**src/rtl/step_clock_ctrl.sv**
```systemverilog
// Run/single-step controller for the mips core: conditions the change/step buttons
// and drives a registered clock-enable, mode, sticky halt and retired-cycle count.
module step_clock_ctrl #(
   parameter int DEBOUNCE_CYCLES = 16,
   parameter int CNT_W           = 32
) (
   input  logic             clock,
   input  logic             reset,
   input  logic             change,
   input  logic             step,
   input  logic             halt,
   output logic             cpu_en,
   output logic             run_mode,
   output logic             halted,
   output logic [CNT_W-1:0] cycle_count
);

   localparam int              DB_W    = $clog2(DEBOUNCE_CYCLES + 1);
   localparam logic [DB_W-1:0] DB_LAST = DB_W'(DEBOUNCE_CYCLES - 1);

   typedef enum logic [1:0] {
      RUN,
      STEP_IDLE,
      STEP_FIRE,
      HALTED
   } state_t;

   // Button lanes: bit 0 = change, bit 1 = step.
   logic [1:0]      raw;
   logic [1:0]      sync1_q, sync1_d;
   logic [1:0]      sync2_q, sync2_d;
   logic [1:0]      level_q, level_d;
   logic [1:0]      prev_q, prev_d;
   logic [DB_W-1:0] db_cnt_q [2];
   logic [DB_W-1:0] db_cnt_d [2];
   logic [1:0]      press;

   state_t          state_q, state_d;
   logic            cpu_en_q, cpu_en_d;
   logic            run_mode_q, run_mode_d;
   logic            halted_q, halted_d;
   logic [CNT_W-1:0] cycle_count_q, cycle_count_d;

   assign raw = {step, change};

   // NOTE: every always_comb output gets a default first so no path leaves it unassigned (no latch).
   always_comb begin
      sync1_d = raw;
      sync2_d = sync1_q;
      level_d = level_q;
      prev_d  = level_q;
      for (int i = 0; i < 2; i++) begin
         db_cnt_d[i] = '0;
         if (sync2_q[i] != level_q[i]) begin
            // Accept the new level on the sample that would complete the stable run.
            if (db_cnt_q[i] == DB_LAST) begin
               level_d[i] = ~level_q[i];
            end else begin
               db_cnt_d[i] = db_cnt_q[i] + 1'b1;
            end
         end
      end
      press = level_q & ~prev_q;
   end

   always_comb begin
      state_d = state_q;
      unique case (state_q)
         RUN: begin
            if (halt)          state_d = HALTED;
            else if (press[0]) state_d = STEP_IDLE;
         end
         STEP_IDLE: begin
            if (halt)          state_d = HALTED;
            else if (press[0]) state_d = RUN;
            else if (press[1]) state_d = STEP_FIRE;
         end
         STEP_FIRE: begin
            if (halt)          state_d = HALTED;
            else if (press[0]) state_d = RUN;
            else               state_d = STEP_IDLE;
         end
         HALTED:               state_d = HALTED;
         default:              state_d = RUN;
      endcase

      // Outputs are decoded from the next state so they leave a flop aligned with the state.
      cpu_en_d      = (state_d == RUN) || (state_d == STEP_FIRE);
      run_mode_d    = (state_d == RUN);
      halted_d      = (state_d == HALTED);
      cycle_count_d = cycle_count_q + CNT_W'(cpu_en_q);
   end

   // NOTE: sequential state uses non-blocking assignments so all flops update from pre-edge values.
   always_ff @(posedge clock) begin
      if (!reset) begin
         sync1_q       <= '0;
         sync2_q       <= '0;
         level_q       <= '0;
         prev_q        <= '0;
         // NOTE: the two-entry counter array is plain flops, so it is reset explicitly like any register.
         db_cnt_q[0]   <= '0;
         db_cnt_q[1]   <= '0;
         state_q       <= RUN;
         cpu_en_q      <= 1'b0;
         run_mode_q    <= 1'b1;
         halted_q      <= 1'b0;
         cycle_count_q <= '0;
      end else begin
         sync1_q       <= sync1_d;
         sync2_q       <= sync2_d;
         level_q       <= level_d;
         prev_q        <= prev_d;
         db_cnt_q[0]   <= db_cnt_d[0];
         db_cnt_q[1]   <= db_cnt_d[1];
         state_q       <= state_d;
         cpu_en_q      <= cpu_en_d;
         run_mode_q    <= run_mode_d;
         halted_q      <= halted_d;
         cycle_count_q <= cycle_count_d;
      end
   end

   assign cpu_en      = cpu_en_q;
   assign run_mode    = run_mode_q;
   assign halted      = halted_q;
   assign cycle_count = cycle_count_q;

endmodule

```
**config.mk**
```make
export PLATFORM = sky130hd
export DESIGN_NAME = step_clock_ctrl
export DESIGN_NICKNAME = d
export VERILOG_FILES = /design/src/rtl/step_clock_ctrl.sv
export SDC_FILE = /design/constraint.sdc
export NUM_CORES = 1
export LEC_CHECK = 0
export CAP_MARGIN = 10
export CORE_ASPECT_RATIO = 0.6
export CORE_MARGIN = 2
export CORE_UTILIZATION = 49
export CTS_BUF_LIST = sky130_fd_sc_hd__clkbuf_8
export DETAILED_ROUTE_END_ITERATION = 10
export GPL_TIMING_DRIVEN = 0
export MAX_ROUTING_LAYER = met4
export PLACE_DENSITY = 0.78
export SYNTH_ARGS = -nofsm -noshare
export SYNTH_HDL_FRONTEND = slang
export SYNTH_SLANG_ARGS = --single-unit
```
**constraint.sdc**
```tcl
create_clock -name clock -period 1.7 [get_ports clock]
set_input_delay 0.425 -clock clock [delete_from_list [all_inputs] [get_ports clock]]
set_output_delay 0.425 -clock clock [all_outputs]
set_load 0.05 [all_outputs]
```
# Word level (Yosys, flattened, before mapping)
# Memories as Yosys holds them, arrays and structs flattened.
# Index checks and enable logic that the tools add are counted.
classes:
  add_sub_neg: 3
  bitwise_logic: 6
  n_mux: 16
  n_reduce_logical: 5
  eq_ne: 9
ops:
  columns: ["operator", "n"]
  rows:
  - ["32-bit by 1-bit adder with 32-bit output", 1]
  - ["5-bit two-way mux", 6]
  - ["2-bit two-way mux", 6]
  - ["5-bit by 1-bit adder with 5-bit output, second input constant", 2]
  - ["5-bit by 4-bit == test with 1-bit output, second input constant", 2]
  - ["2-bit == test, second input constant", 4]
  - ["2-bit case mux with 4 select lines", 1]
  - ["2-bit logical NOT", 2]
  - ["2-bit AND reduction", 2]
  - ["1-bit two-way mux", 3]
  - ["2-bit bitwise AND", 1]
  - ["2-bit by 1-bit == test with 1-bit output, second input constant", 1]
  - ["1-bit inequality test", 2]
  - ["1-bit inverter", 2]
  - ["2-bit inverter", 1]
  - ["1-bit bitwise OR", 2]
  - ["1-bit logical OR", 1]
totals:
  input_bits: 5
  register_bits: 45
  ramBits: 10
  memories: 1
  wordCells: 50
  output_inout_bits: 35
mem_list:
  columns: ["name", "words", "width", "read_ports", "rd_ports_with_merged_regs", "wr", "line_no", "rtl"]
  rows:
  - ["db_cnt_q", 2, 5, 2, 0, 2, "34", "logic [DB_W-1:0] db_cnt_q [2];"]

# Depth between registers and ports, before layout
logic_depth:
  depth_word: 8
  ltp_mapped: 6
  depth_no_buf: 6

# Least setup slack after synthesis
# No wires, ideal clock.
synth_path:
  path_type: "reg-to-reg"
  startpoint: "reg cycle_count_q[0] (netlist: cycle_count[0])"
  endpoint: "reg cycle_count_q[24] (netlist: cycle_count[24])"
  n_path_buf: 0
  required_time_ns: 1.630
  path_slack_ns: -0.512
  synth_period_minus_slack_ns: 2.212
  arrival_time_ns: 2.142
  stages_incl_launch_ff: 7
  path_cell_list: "dfxtp_1 > ha_1 > ha_1 > nand2_1 > nand4bb_1 > or3_2 > a21oi_1"
synth_between:
  elab_chain_cells: 1
synth_lines:
  columns: ["item", "line_no", "rtl"]
  rows:
  - ["start, declared", "42", "logic [CNT_W-1:0] cycle_count_q, cycle_count_d;"]
  - ["start signal, assigned", "120", "cycle_count_q <= cycle_count_d;"]
  - ["32-bit by 1-bit adder with 32-bit output", "91", "cycle_count_d = cycle_count_q + CNT_W'(cpu_en_q);"]
# No other way between the ends.
# A chain may end at the register's enable or synchronous reset.

# Worst setup path in the final report
layout_path:
  startpoint: "reg cycle_count_q[0] (netlist: cycle_count[0])"
  endpoint: "reg cycle_count_q[31] (netlist: cycle_count[31])"
# Same word-level chain as after synthesis.

==> results.sh <==
export IMPL_setup_slack_ns=-0.00357
export IMPL_yosysSeqAreaShare_pct=47.5
export IMPL_cp_required_ns=1.95
export IMPL_die_width_um=92.8
export IMPL_fin_crit_ns=1.70
export IMPL_vias=2020
export IMPL_numCtsBuffers=5
export IMPL_rsz0062_at_grt="true"
export IMPL_critPathLaunch="cycle_count[0]"
export IMPL_crit_path_top_delay_cell="or4_4"
export IMPL_hold_depth=1
export IMPL_die_h_um=57.3
export IMPL_io_pins=40
export IMPL_crit_arrival_ns=1.95
export IMPL_rows=19
export IMPL_hold_buffers=0
export IMPL_syn_inst=252
export IMPL_pwr_share_clk_pct=33.9
export IMPL_setup_tns_ns=-0.00357
export IMPL_synth_area_per_cell_sq_um=9.20
export IMPL_outcome="finished, violations left"
export IMPL_min_delay_start="sync1_q[0]"
export IMPL_vias_per_cell=5.34
export IMPL_critPathMaxFanout=7
export IMPL_route_top_layer_used="met4"
export IMPL_p_leak_nw=1.22
export IMPL_wl_met1_um=2600
export IMPL_cp_cell_sequence="ha_4 -> and3_4 -> nand4_1 -> buf_6 -> or4_4 -> a21oi_2"
export IMPL_final_fill_count=365
export IMPL_cts_buffer_depth=2
export IMPL_finClkSkew_ns=0.00561
export IMPL_ys_warnings_count=0
export IMPL_wl_um=5090
export IMPL_p_sw_mw=0.488
export IMPL_slew_violations=0
export IMPL_cap_violations=0
export IMPL_pwr_share_seq_pct=61.7
export IMPL_core_sq_um=4560
export IMPL_swShare_pct=23.3
export IMPL_cp_slowest_stage_delay_ns=0.48
export IMPL_drc=0
export IMPL_ys_ff_latch=55
export IMPL_drive_gt1_share_pct=31.4
export IMPL_crit_reg2reg_launch="cycle_count[0]"
export IMPL_syn_cell_area_sq_um=2320
export IMPL_yosysTopAreaCell="dfxtp_1"
export IMPL_die_area_sq_um=5320
export IMPL_initial_core_util_pct=50.8
export IMPL_met3_length_um=235
export IMPL_grt_start_max_net_pins=18
export IMPL_reg2regPathDepth=6
export IMPL_violations="setup timing"
export IMPL_detail_route_antenna_nets=0
export IMPL_root_buffer="clkbuf_8"
export IMPL_slew_headroom_pct=62.7
export IMPL_grt_pass1_wl_um=8220
export IMPL_timing_fmax_mhz=587
export IMPL_power_density_nw_per_um2=652
export IMPL_clock_sinks=55
export IMPL_post_route_util_pct=70.3
export IMPL_grt_pass1_vias=1738
export IMPL_n_antenna_cell=0
export IMPL_placed_cells=354
export IMPL_clk_pin_slew_worst_paths_ns=0.10
export IMPL_cts_tree="built"
export IMPL_intPower_mw=1.60
export IMPL_area_growth_pct=38.5
export IMPL_yosys_top_cells_area="dfxtp_1 (47%), o31ai_1 (4.5%), or4_1 (4.5%)"
export IMPL_antenna_found_initial=0
export IMPL_port_buffers=39
export IMPL_overflow=0
export IMPL_wl_per_cell_um=13.5
export IMPL_syn_num_nets=263
export IMPL_clock_latency_ns=0.30
export IMPL_timing_hold_ws_ns=0.443
export IMPL_final_area_sq_um=3210
export IMPL_num_nets_final=325
export IMPL_combPwrFrac_pct=4.5
export IMPL_grtUsageTotal_pct=20.3
export IMPL_setup_worst_path_start_class="flip-flop"
export IMPL_finalNonFillerCells=378
export IMPL_hp_class="reg2reg"
export IMPL_path_class="reg2reg"
export IMPL_drt_first_pass_iters=4
export IMPL_hold_violations=0
export IMPL_setup_viol=1
export IMPL_first_iter_violations=77
export IMPL_place_congestion=0.829
export IMPL_worst_slew_pin_slew_ns=0.560
export IMPL_synth_top_cell_area_share_pct=47.5
export IMPL_post_dp_hpwl_um=3420
export IMPL_dpl_instance_area_sq_um=2920
export IMPL_htreeDepth=2
export IMPL_crit_path_end_kind="flip-flop"
export IMPL_worst_ir_drop_vdd_v=0.000578
export IMPL_period_share_pct=100
export IMPL_route_met2_wl_um=2200
export IMPL_ys_types=34
[synth_stat cells, drive strengths merged]
cell / number
dfxtp: 55
nor2: 27
a21oi: 18
nand3: 16
nand2: 15
o31ai: 14
or4: 14
xnor2: 11
and2: 9
inv: 8
xor2: 8
nand4: 7
buf: 6
ha: 6
or3: 6
and3: 4
and4: 4
mux2i: 4
nor4: 4
clkbuf: 3
nor3: 3
nand2b: 2
o21ai: 2
a21o: 1
a311oi: 1
a31o: 1
clkinv: 1
nand4bb: 1
nor3b: 1
[critical path, delay by kind of cell, from the launching register on]
| kind | cells | cell delay (ns) |
|---|---|---|
| buffers and inverters | 1 | 0.16 |
| adders and majority gates | 1 | 0.17 |
| AOI/OAI and AO/OA | 1 | 0.14 |
| and+or+nand+nor | 3 | 0.82 |
| DFF | 1 | 0.37 |
[per-stage QoR]
| step | power (mW) | setup slack, ns |
|---|---|---|
| finish | 2.09 | -0.00357 |
| detailed placement | 1.42 | -0.363 |
| CTS | 2.12 | -0.0119 |
| global route | 2.19 | -0.0500 |
| global placement | 1.41 | -0.353 |
| floorplan | 1.38 | -0.0948 |
[layout by cell type (no fill, tap or decap), drive strengths merged]
master	count
nand2	15
inv	11
a31o	1
dlygate4sd2	20
or4	14
xor2	8
nand4	7
dfxtp	55
xnor2	11
clkdlybuf4s15	8
nand2b	2
nor2	27
and2	9
nand4bb	1
nor3b	1
nor3	3
buf	23
o31ai	14
ha	6
or3	6
nand3	16
clkdlybuf4s50	4
nor4	4
mux2i	4
a21o	1
clkinv	1
clkbuf	14
a21oi	18
a311oi	1
and4	4
and3	4
o21ai	2
[sequential cells by signal, summed over array words and instances (netlist names), 2 cells and up]
signal       cells
db_cnt_q        10
sync2_q          2
state_q          2
level_q          2
prev_q           2
sync1_q          2
cycle_count     32
[cells by family (layout without fill, tap and decap cells)]
logic type / count (synthesis) / count (layout) / synth area share [%]
flip-flops: 55 / 55 / 47.5
multiplexers: 4 / 4 / 1.73
buffers and inverters: 18 / 81 / 3.72
AO/OA/AOI/OAI: 37 / 37 / 9.93
adder cells (fa/ha/maj): 6 / 6 / 3.24
AND/OR/NAND/NOR: 113 / 113 / 26.7
XOR/XNOR: 19 / 19 / 7.18
[cell type report]
class / instances / area [sq um] / share of cell area [%]
Buffer: 7 / 52.6 / 1.64
Clock buffer: 5 / 68.8 / 2.14
Clock inverter: 3 / 17.5 / 0.546
Inverter: 9 / 36.3 / 1.13
Multi-Input combinational cell: 179 / 1310 / 40.8
Sequential cell: 55 / 1170 / 36.6
Tap cell: 63 / 78.8 / 2.46
Timing Repair Buffer: 57 / 472 / 14.7
[final timing paths]
path,endpoint,slack (ns)
worst max-delay path,cycle_count[31],-0.004
worst min-delay path,sync2_q[0],0.44
worst max register to register,cycle_count[31],-0.004
worst min register to register,sync2_q[0],0.44
[metal layers]
layer	vias to the layer above	global-route usage, %
met5	-	-
met3	11	4.10
li1	1034	-
met2	54	29.4
met4	0	5.04
met1	921	29.4
[power by group through the flow]
stage	Combinational (mW)	Clock (mW)	Sequential (mW)
2_1_floorplan	0.0361	0	1.34
3_3_place_gp	0.0927	0	1.32
3_5_place_dp	0.0934	0	1.32
4_1_cts	0.0924	0.738	1.29
5_1_grt	0.103	0.795	1.29
6_report	0.0933	0.709	1.29
[repair_timing]
action | 4_1_cts | 5_1_grt
pin swaps | 6 | 7
endpoints found under the setup margin | 56 | 30
buffers inserted | 12 | 6
gates resized for setup | 45 | 43
gates cloned | 0 | 0
Power figures use the tool's default switching activity.
